<file path="config.mk">
export PLATFORM = sky130hd
export DESIGN_NAME = top
export DESIGN_NICKNAME = d
export VERILOG_FILES = /design/src/rtl/top.sv
export SDC_FILE = /design/constraint.sdc
export NUM_CORES = 1
export LEC_CHECK = 0
export CORE_MARGIN = 2
export CORE_UTILIZATION = 47
export DETAILED_ROUTE_END_ITERATION = 6
export DONT_BUFFER_PORTS = 1
export GPL_ROUTABILITY_DRIVEN = 1
export GPL_TIMING_DRIVEN = 0
export PLACE_DENSITY = 0.73
export SLEW_MARGIN = 40
export SYNTH_ARGS = -nofsm -noshare
export SYNTH_HDL_FRONTEND = slang
export SYNTH_SLANG_ARGS = --single-unit
</file>
<file path="constraint.sdc">
create_clock -name clk_in1 -period 1.8 [get_ports clk_in1]
set_input_delay 0.18 -clock clk_in1 [delete_from_list [all_inputs] [get_ports clk_in1]]
set_output_delay 0.18 -clock clk_in1 [all_outputs]
set_load 0.005 [all_outputs]
</file>
<file path="src/rtl/top.sv">
// rtl/top.sv - Registered 4-bit adder with lock-time gating and optional capture-glitch injection
module top #(
    parameter int LOCK_CYCLES   = 32,
    parameter int GLITCH_EN     = 0,
    parameter int GLITCH_PERIOD = 16
) (
    input  logic       clk_in1,
    input  logic       rst,
    input  logic [3:0] a,
    input  logic [3:0] b,
    output logic [4:0] finout
);
    localparam int LW = $clog2(LOCK_CYCLES + 1);
    localparam int GW = (GLITCH_PERIOD > 1) ? $clog2(GLITCH_PERIOD) : 1;

    logic [1:0]    rst_sync;
    logic          rst_ok;
    logic [LW-1:0] lock_cnt;
    logic          locked;
    logic          capture;
    logic [GW-1:0] glitch_cnt;
    logic          glitch_wrap;
    logic          glitch_hit;

    // Reset asserts asynchronously but releases only after two clean clk_in1 edges.
    always_ff @(posedge clk_in1 or negedge rst) begin
        if (!rst) rst_sync <= 2'b00;
        else      rst_sync <= {rst_sync[0], 1'b1};
    end

    assign rst_ok = rst_sync[1];

    always_ff @(posedge clk_in1 or negedge rst) begin
        if (!rst)                   lock_cnt <= '0;
        else if (rst_ok && !locked) lock_cnt <= lock_cnt + 1'b1;
    end

    assign locked  = (lock_cnt == LW'(LOCK_CYCLES));
    // Capture also on the edge where the counter reaches LOCK_CYCLES.
    assign capture = rst_ok && (locked || (lock_cnt == LW'(LOCK_CYCLES - 1)));

    assign glitch_wrap = (glitch_cnt == GW'(GLITCH_PERIOD - 1));
    assign glitch_hit  = (GLITCH_EN != 0) && glitch_wrap;

    always_ff @(posedge clk_in1 or negedge rst) begin
        if (!rst)         glitch_cnt <= '0;
        else if (capture) glitch_cnt <= glitch_wrap ? '0 : glitch_cnt + 1'b1;
    end

    always_ff @(posedge clk_in1 or negedge rst) begin
        if (!rst)                          finout <= 5'd0;
        else if (capture && !glitch_hit)   finout <= {1'b0, a} + {1'b0, b};
    end
endmodule

</file>
After elaboration in Yosys (flattened, before gate mapping):

Index checks and enable logic that the tools add are counted.

* register bits: 13
* output and inout port bits: 5
* word-level logic and storage cells: 11

* add/subtract/negate cells: 2
* eq/ne operators: 2
* reduce and logical (&&, ||, !) cells: 4

Operators with widths (number)
* $add 6x1->6 const B: 1
* $eq 6x5->1 const B: 1
* $eq 6x6->1 const B: 1
* $add 4x4->5: 1
* $logic_and 1x1->1: 2
* $logic_not 1->1: 1
* $logic_or 1x1->1: 1

Longest topological paths before layout:

Gate-level depths: netlist of run 1.

* depth in word-level cells: 3
* gate-level depth with buffers: 7

Least setup slack after synthesis of run 1:

No wires, ideal clock.

* path kind: register to register
* from: reg lock_cnt[0]
* to: reg finout[0]
* library setup time: 0.128 ns
* data arrival time: 1.292 ns
* data required time: 1.672 ns
* path slack: 0.381 ns
* cell stages (with the launch flop): 7
* path buffers: 0
* clock period less this slack: 1.419 ns
* path through: dfrtp_1 > inv_1 > ha_1 > nand2_1 > nor4_2 > o21ai_2 > mux2_1

* word-level cells in the longest chain between the ends: 3
* elaborated cells on any way between the ends: 4

RTL lines
* start: declaration: line 18 `logic [LW-1:0] lock_cnt;`
* start signal: assignment: line 35 `else if (rst_ok && !locked) lock_cnt <= lock_cnt + 1'b1;`
* $eq 6x6->1 or $eq 6x5->1 (tied branches): line 38, 40
* $logic_or 1x1->1 (*): line 40 `assign capture = rst_ok && (locked || (lock_cnt == LW'(LOCK_CYCLES - 1)));`
* $logic_and 1x1->1 (*): line 40
* end signal: assignment: line 52 `else if (capture && !glitch_hit) finout <= {1'b0, a} + {1'b0, b};`
* end: declaration: line 11 `output logic [4:0] finout`

Every way passes the cells marked *; elsewhere a longest branch is shown, timed or not.
A chain may end at the register's enable or synchronous reset.

Worst setup path in the final report of run 1:

Ends and elaborated chain as after synthesis.

==> results of run 1 <==
==> worst reg2reg max path, cell delays in order (launching register included) <==
cell and delay [ns]:
dfrtp_1 0.37, inv_1 0.07, ha_1 0.20, nand2_1 0.11, nor4_2 0.05, o21ai_2 0.29, mux2_1 0.36
==> per-layer routing <==
layer	wire, um	share of wire (%)	GRT usage [%]
met5	0	0	0
met4	23	2.4	7.742
met3	68	7.0	8.696
met2	406	42	19.69
met1	471	49	15.93
==> stage by stage <==
step	cells	power [mW]	worst slack, ns	area (um^2)
after floorplan	57	0.7200	0.3809	674.4
after global routing	77	1.040	0.1211	730.7
final	77	0.9594	0.2264	730.7
after CTS	77	0.9669	0.2203	730.7
after detailed placement	72	0.7805	0.2539	693.2
after global placement	72	0.7686	0.2538	693.2
==> power by group <==
group / switching, mW / total, mW / internal (mW)
clock: 0.0972 / 0.180 / 0.0825
sequential: 0.128 / 0.545 / 0.418
combinational: 0.106 / 0.234 / 0.128
total: 0.331 / 0.959 / 0.629
==> state kept, by name, summed over array words and instances, names as in the netlist <==
register	flops
rst_sync	2
finout	5
lock_cnt	6
==> logic make-up (layout without fill, tap and decap cells) <==
group / count (synthesis) / count (layout) / share of synthesized area, %
adders and majority gates: 7 / 7 / 14.10
DFF: 13 / 13 / 48.24
and+or+nand+nor: 12 / 12 / 10.20
xor gates and xnor gates: 7 / 7 / 9.091
other: 1 / 1 / 0.5561
muxes: 5 / 5 / 8.163
AOI/OAI and AO/OA: 6 / 6 / 6.308
buffers and inverters: 6 / 11 / 3.339
==> cell usage in the layout (no fill, tap or decap) <==
master,n
ha_1,6
o41a_1,1
fa_1,1
clkinv_2,1
and3_1,1
inv_1,6
mux2_1,4
o21ai_0,2
nor4_2,1
nand2_1,4
clkbuf_4,3
dlygate4sd3_1,1
conb_1,1
o21ai_2,1
nand2b_1,1
nor2b_1,1
mux2i_1,1
nand4_1,3
a21oi_1,1
nor2_1,1
dfrtp_1,13
xnor2_1,7
a21o_1,1
==> final cells by class <==
class / instances / area (um^2) / area share (%)
sequential: 13 / 325.3 / 44.52
inverter: 6 / 22.52 / 3.082
timing repair buffer: 1 / 10.01 / 1.370
clock inverter: 1 / 5.005 / 0.6849
tap: 15 / 18.77 / 2.568
clock buffer: 3 / 22.52 / 3.082
multi-input combinational: 38 / 326.6 / 44.69
==> path summary, 6_finish.rpt <==
| path | to | slack [ns] | cells after the start |
|---|---|---|---|
| min in group asynchronous | lock_cnt[2]$_DFFE_PN0P_ | 0.33 | 1 |
| max in group asynchronous | lock_cnt[3]$_DFFE_PN0P_ | 1.10 | 1 |
| hold reg to reg | rst_sync[1]$_DFF_PN0_ | 0.36 | 0 |
| hold / removal | finout[0]$_DFFE_PN0P_ | 0.14 | 2 |
| setup reg to reg | finout[0]$_DFFE_PN0P_ | 0.23 | 6 |
| setup / recovery | finout[0]$_DFFE_PN0P_ | 0.23 | 6 |
==> results.py, run 1 <==
metrics = {
    "sta": {
        "max_freq_mhz": 635.5,
        "fin_crit_ns": 1.574,
        "rsz0062_at_grt": "false",
        "tns_ns": 0,
        "timing.hold.ws_ns": 0.1422,
        "finalMaxSlewViolations": 0,
        "setup_viol": 0,
        "period_share_pct": 87.42,
        "slew_headroom_pct": 61.60,
        "finalHoldViolations": 0,
        "fin_skew_ns": 0.002988,
        "tightest_slew_ns": 0.5741,
    },
    "yosys": {
        "synth_seq_area_share_pct": 48.24,
        "ys_seq_elements": 13,
        "ys_warn_count": 0,
        "synth.most_common_cell": "dfrtp_1",
        "synth.area.top_cells": "dfrtp_1, ha_1, xnor2_1, mux2_1, inv_1",
        "yosysTopAreaCellShare_pct": 48.24,
        "synth_area_um2": 674.4,
        "synth_nets": 74,
        "postSynthAreaPerCell_um2": 11.83,
        "yosys-top-cells-count": "dfrtp_1, xnor2_1, ha_1, inv_1",
        "synth_edf_count": 0,
        "synth_cell_types": 20,
        "synthCells": 57,
        "synth.largest_area_cell": "dfrtp_1",
        "ys_async_sr_fraction_pct": 100.0,
        "synthFlopType": "dfrtp_1",
    },
    "critical_path": {
        "slowest_stage": "dfrtp_1",
        "cp_max_fo": 5,
        "worst_setup_path_end_kind": "flip-flop",
        "cp_cell_sequence": "inv_1, ha_1, nand2_1, nor4_2, o21ai_2, mux2_1",
        "cpPeakStageDelay_ns": 0.37,
        "criticalPathCategory": "reg2reg",
        "crit-reg2reg-launch": "lock_cnt[0]$_DFFE_PN0P_",
        "cp.required_ns": 1.96,
        "cp_top_family": "flip-flops",
        "cp_num_buf_inv": 1,
        "startpoint": "lock_cnt[0]$_DFFE_PN0P_",
        "cp.arrival_ns": 1.74,
        "start_kind": "flip-flop",
    },
    "die": {
        "coreArea_um2": 1318,
        "dieArea_um2": 1754,
        "initial_core_util_pct": 51.19,
        "die_x_um": 41.88,
        "fp.dieH_um": 41.88,
        "io_pins": 15,
        "placementRows": 13,
    },
    "global_route": {
        "grt_usage_pct": 13.92,
        "antenna_found_initial": 0,
        "grt_first_pass_wirelength_mm": 1.745,
        "grt_max_degree": 14,
        "grt_pass1_vias": 413,
        "gr-total-overflow": 0,
    },
    "placement": {
        "io_buffers": 0,
        "gp_congestion": 0.7206,
        "dpl.hpwl_um": 758.5,
    },
    "cts": {
        "clkTransAtPathRegs_ns": 0.08,
        "cts_resized": 0,
        "clk_path_buf_depth": 2,
        "tritoncts": "yes",
        "htreeDepth": 1,
        "postCtsHoldBufs": 1,
        "cts_setup_buffers": 0,
        "clkLatencyLatePin_ns": 0.28,
        "root_buffer": "clkbuf_4",
        "cts_buffers": 3,
        "cts_num_sinks": 13,
    },
    "route": {
        "wire_per_inst_um": 12.58,
        "vias": 398,
        "ant_nets": 0,
        "viasPerCell": 5.169,
        "first_pass_iters": 4,
        "route.detailed.drc": 0,
        "first_iter_violations": 3,
        "wl_um": 969,
    },
    "layout": {
        "fin_util_pct": 55.46,
        "drive_above_1_share_pct": 9.677,
        "n_antenna_cell": 0,
        "final_nets": 80,
        "n_fill_cell": 108,
        "syn_to_final_growth_pct": 8.349,
    },
    "min_path": {
        "hp-class": "in2reg",
        "min_from": "b[0]",
    },
    "outcome": {
        "status": "finished, final reports clean",
    },
    "run": {
        "maxCapViolCount": 0,
    },
    "pwr": {
        "p_leak_nw": 0.3414,
        "ir_worst_vdd_mv": 0.7519,
        "power_density_nw_per_um2": 1313,
    },
}
No activity file was read; power rests on OpenSTA's default activity.
==> run 2: changes to the inputs <==
--- a/config.mk
+++ b/config.mk
@@ -5,12 +5,11 @@
 export SDC_FILE = /design/constraint.sdc
 export NUM_CORES = 1
 export LEC_CHECK = 0
-export CORE_MARGIN = 2
 export CORE_UTILIZATION = 47
 export DETAILED_ROUTE_END_ITERATION = 6
 export DONT_BUFFER_PORTS = 1
 export GPL_ROUTABILITY_DRIVEN = 1
-export GPL_TIMING_DRIVEN = 0
+export GPL_TIMING_DRIVEN = 1
 export PLACE_DENSITY = 0.73
 export SLEW_MARGIN = 40
 export SYNTH_ARGS = -nofsm -noshare
==> results.py, run 2 (synthesis results as in run 1) <==
metrics = {
    "critical_path": {
        "cpPeakStageDelay_ns": 0.37,
        "worst_setup_path_end_kind": "flip-flop",
        "slowest_stage": "dfrtp_1",
        "cp.arrival_ns": 1.70,
        "cp_max_fo": 5,
        "start_kind": "flip-flop",
        "r2r_slack_ns": 0.26,
        "cp_cell_sequence": "inv_1, ha_1, nand2_1, nor4_2, o21ai_2, mux2_1",
        "criticalPathCategory": "reg2reg",
        "cp.required_ns": 1.96,
    },
    "cts": {
        "cts_setup_buffers": 0,
        "postCtsHoldBufs": 1,
        "clkLatencyLatePin_ns": 0.27,
        "htreeDepth": 1,
        "cts_num_sinks": 13,
        "cts_resized": 0,
        "clk_path_buf_depth": 2,
        "root_buffer": "clkbuf_4",
        "clkTransAtPathRegs_ns": 0.07,
        "tritoncts": "yes",
        "cts_buffers": 3,
    },
    "sta": {
        "tightest_slew_ns": 0.5555,
        "period_share_pct": 85.64,
        "fin_skew_ns": 0.001254,
        "finalMaxSlewViolations": 0,
        "finalHoldViolations": 0,
        "tns_ns": 0,
        "setup_viol": 0,
        "fin_crit_ns": 1.542,
        "rsz0062_at_grt": "false",
        "max_freq_mhz": 648.7,
        "slew_headroom_pct": 62.85,
        "timing.hold.ws_ns": 0.1454,
    },
    "die": {
        "dieArea_um2": 1590,
        "die_x_um": 39.88,
        "fp.dieH_um": 39.88,
        "placementRows": 13,
        "initial_core_util_pct": 51.19,
        "io_pins": 15,
        "coreArea_um2": 1318,
    },
    "global_route": {
        "grt_max_degree": 14,
        "grt_pass1_vias": 432,
        "gr-total-overflow": 0,
        "grt_first_pass_wirelength_mm": 1.718,
        "grt_usage_pct": 17.42,
        "antenna_found_initial": 0,
    },
    "route": {
        "vias": 421,
        "first_iter_violations": 2,
        "viasPerCell": 5.468,
        "route.detailed.drc": 0,
        "wl_um": 988,
        "wire_per_inst_um": 12.83,
        "ant_nets": 0,
        "first_pass_iters": 4,
    },
    "layout": {
        "fin_cells": 77,
        "n_antenna_cell": 0,
        "syn_to_final_growth_pct": 8.163,
        "layout_commonest_cell": "dfrtp_1",
        "fin_util_pct": 55.37,
        "final_cell_mix": "dfrtp_1, xnor2_1, inv_1, ha_1",
        "largest_reg_flops": 6,
        "drive_above_1_share_pct": 8.065,
        "top_register": "lock_cnt",
        "n_fill_cell": 110,
        "final_nets": 80,
        "layout_top_registers": "lock_cnt x6, finout x5, rst_sync x2",
    },
    "placement": {
        "gp_congestion": 0.6764,
        "dpl.hpwl_um": 783.3,
        "io_buffers": 0,
        "dp_cells": 72,
    },
    "pwr": {
        "power.total_uw": 957.0,
        "p_leak_nw": 0.3387,
        "ir_worst_vdd_mv": 0.6152,
        "power_density_nw_per_um2": 1312,
    },
    "outcome": {
        "status": "finished, final reports clean",
    },
    "min_path": {
        "hp-class": "in2reg",
    },
    "run": {
        "maxCapViolCount": 0,
    },
}
==> run 2: cell types whose count changed in the layout (fill, tap and decap cells not counted) <==
cell / delta
clkbuf_1: +1
clkinv_2: -1
==> run 2: worst paths after layout <==
| check | from | to | cells past startpoint |
|---|---|---|---|
| max reg2reg | lock_cnt[0]$_DFFE_PN0P_ | finout[3]$_DFFE_PN0P_ | 6 |
| max in group asynchronous | rst | lock_cnt[2]$_DFFE_PN0P_ | 1 |
| min reg2reg | rst_sync[0]$_DFF_PN0_ | rst_sync[1]$_DFF_PN0_ | 0 |
| max | lock_cnt[0]$_DFFE_PN0P_ | finout[3]$_DFFE_PN0P_ | 6 |
| min | b[0] | finout[0]$_DFFE_PN0P_ | 2 |
| min in group asynchronous | rst | finout[2]$_DFFE_PN0P_ | 1 |
==> run 2: layout make-up <==
type / count / area (um^2) / share of cell area, %
Clock buffer: 4 / 26.28 / 3.602
Sequential cell: 13 / 325.3 / 44.60
Multi-Input combinational cell: 38 / 326.6 / 44.77
Timing Repair Buffer: 1 / 10.01 / 1.372
Tap cell: 15 / 18.77 / 2.573
Inverter: 6 / 22.52 / 3.087
==> run 2: critical path: cells and delay by family (launching register included) <==
kind | cells | cell delay (ns)
buf+inv | 1 | 0.07
compound gates | 1 | 0.29
flops | 1 | 0.37
fa+ha+maj | 1 | 0.20
mux | 1 | 0.35
simple gates | 2 | 0.15
==> run 2: where the power goes <==
group	switching, mW	total (mW)	internal [mW]
registers	0.130	0.548	0.418
clock network	0.0857	0.172	0.0859
logic	0.109	0.237	0.129
==> run 2: through the flow <==
stage | instance area [um^2] | worst slack (ns)
finish | 729.5 | 0.2584
detailed placement | 693.2 | 0.2523
global route | 729.5 | 0.1336
global placement | 693.2 | 0.3118
floorplan | 674.4 | 0.3809
CTS | 729.5 | 0.2478
==> run 2: layer usage <==
metal / up-vias / track usage [%] / share of wire (%)
li1: 200 / - / -
met1: 205 / 18.35 / 43
met2: 11 / 26.21 / 47
met3: 5 / 10.23 / 7.0
met4: 0 / 10.34 / 2.7
met5: - / 0 / 0
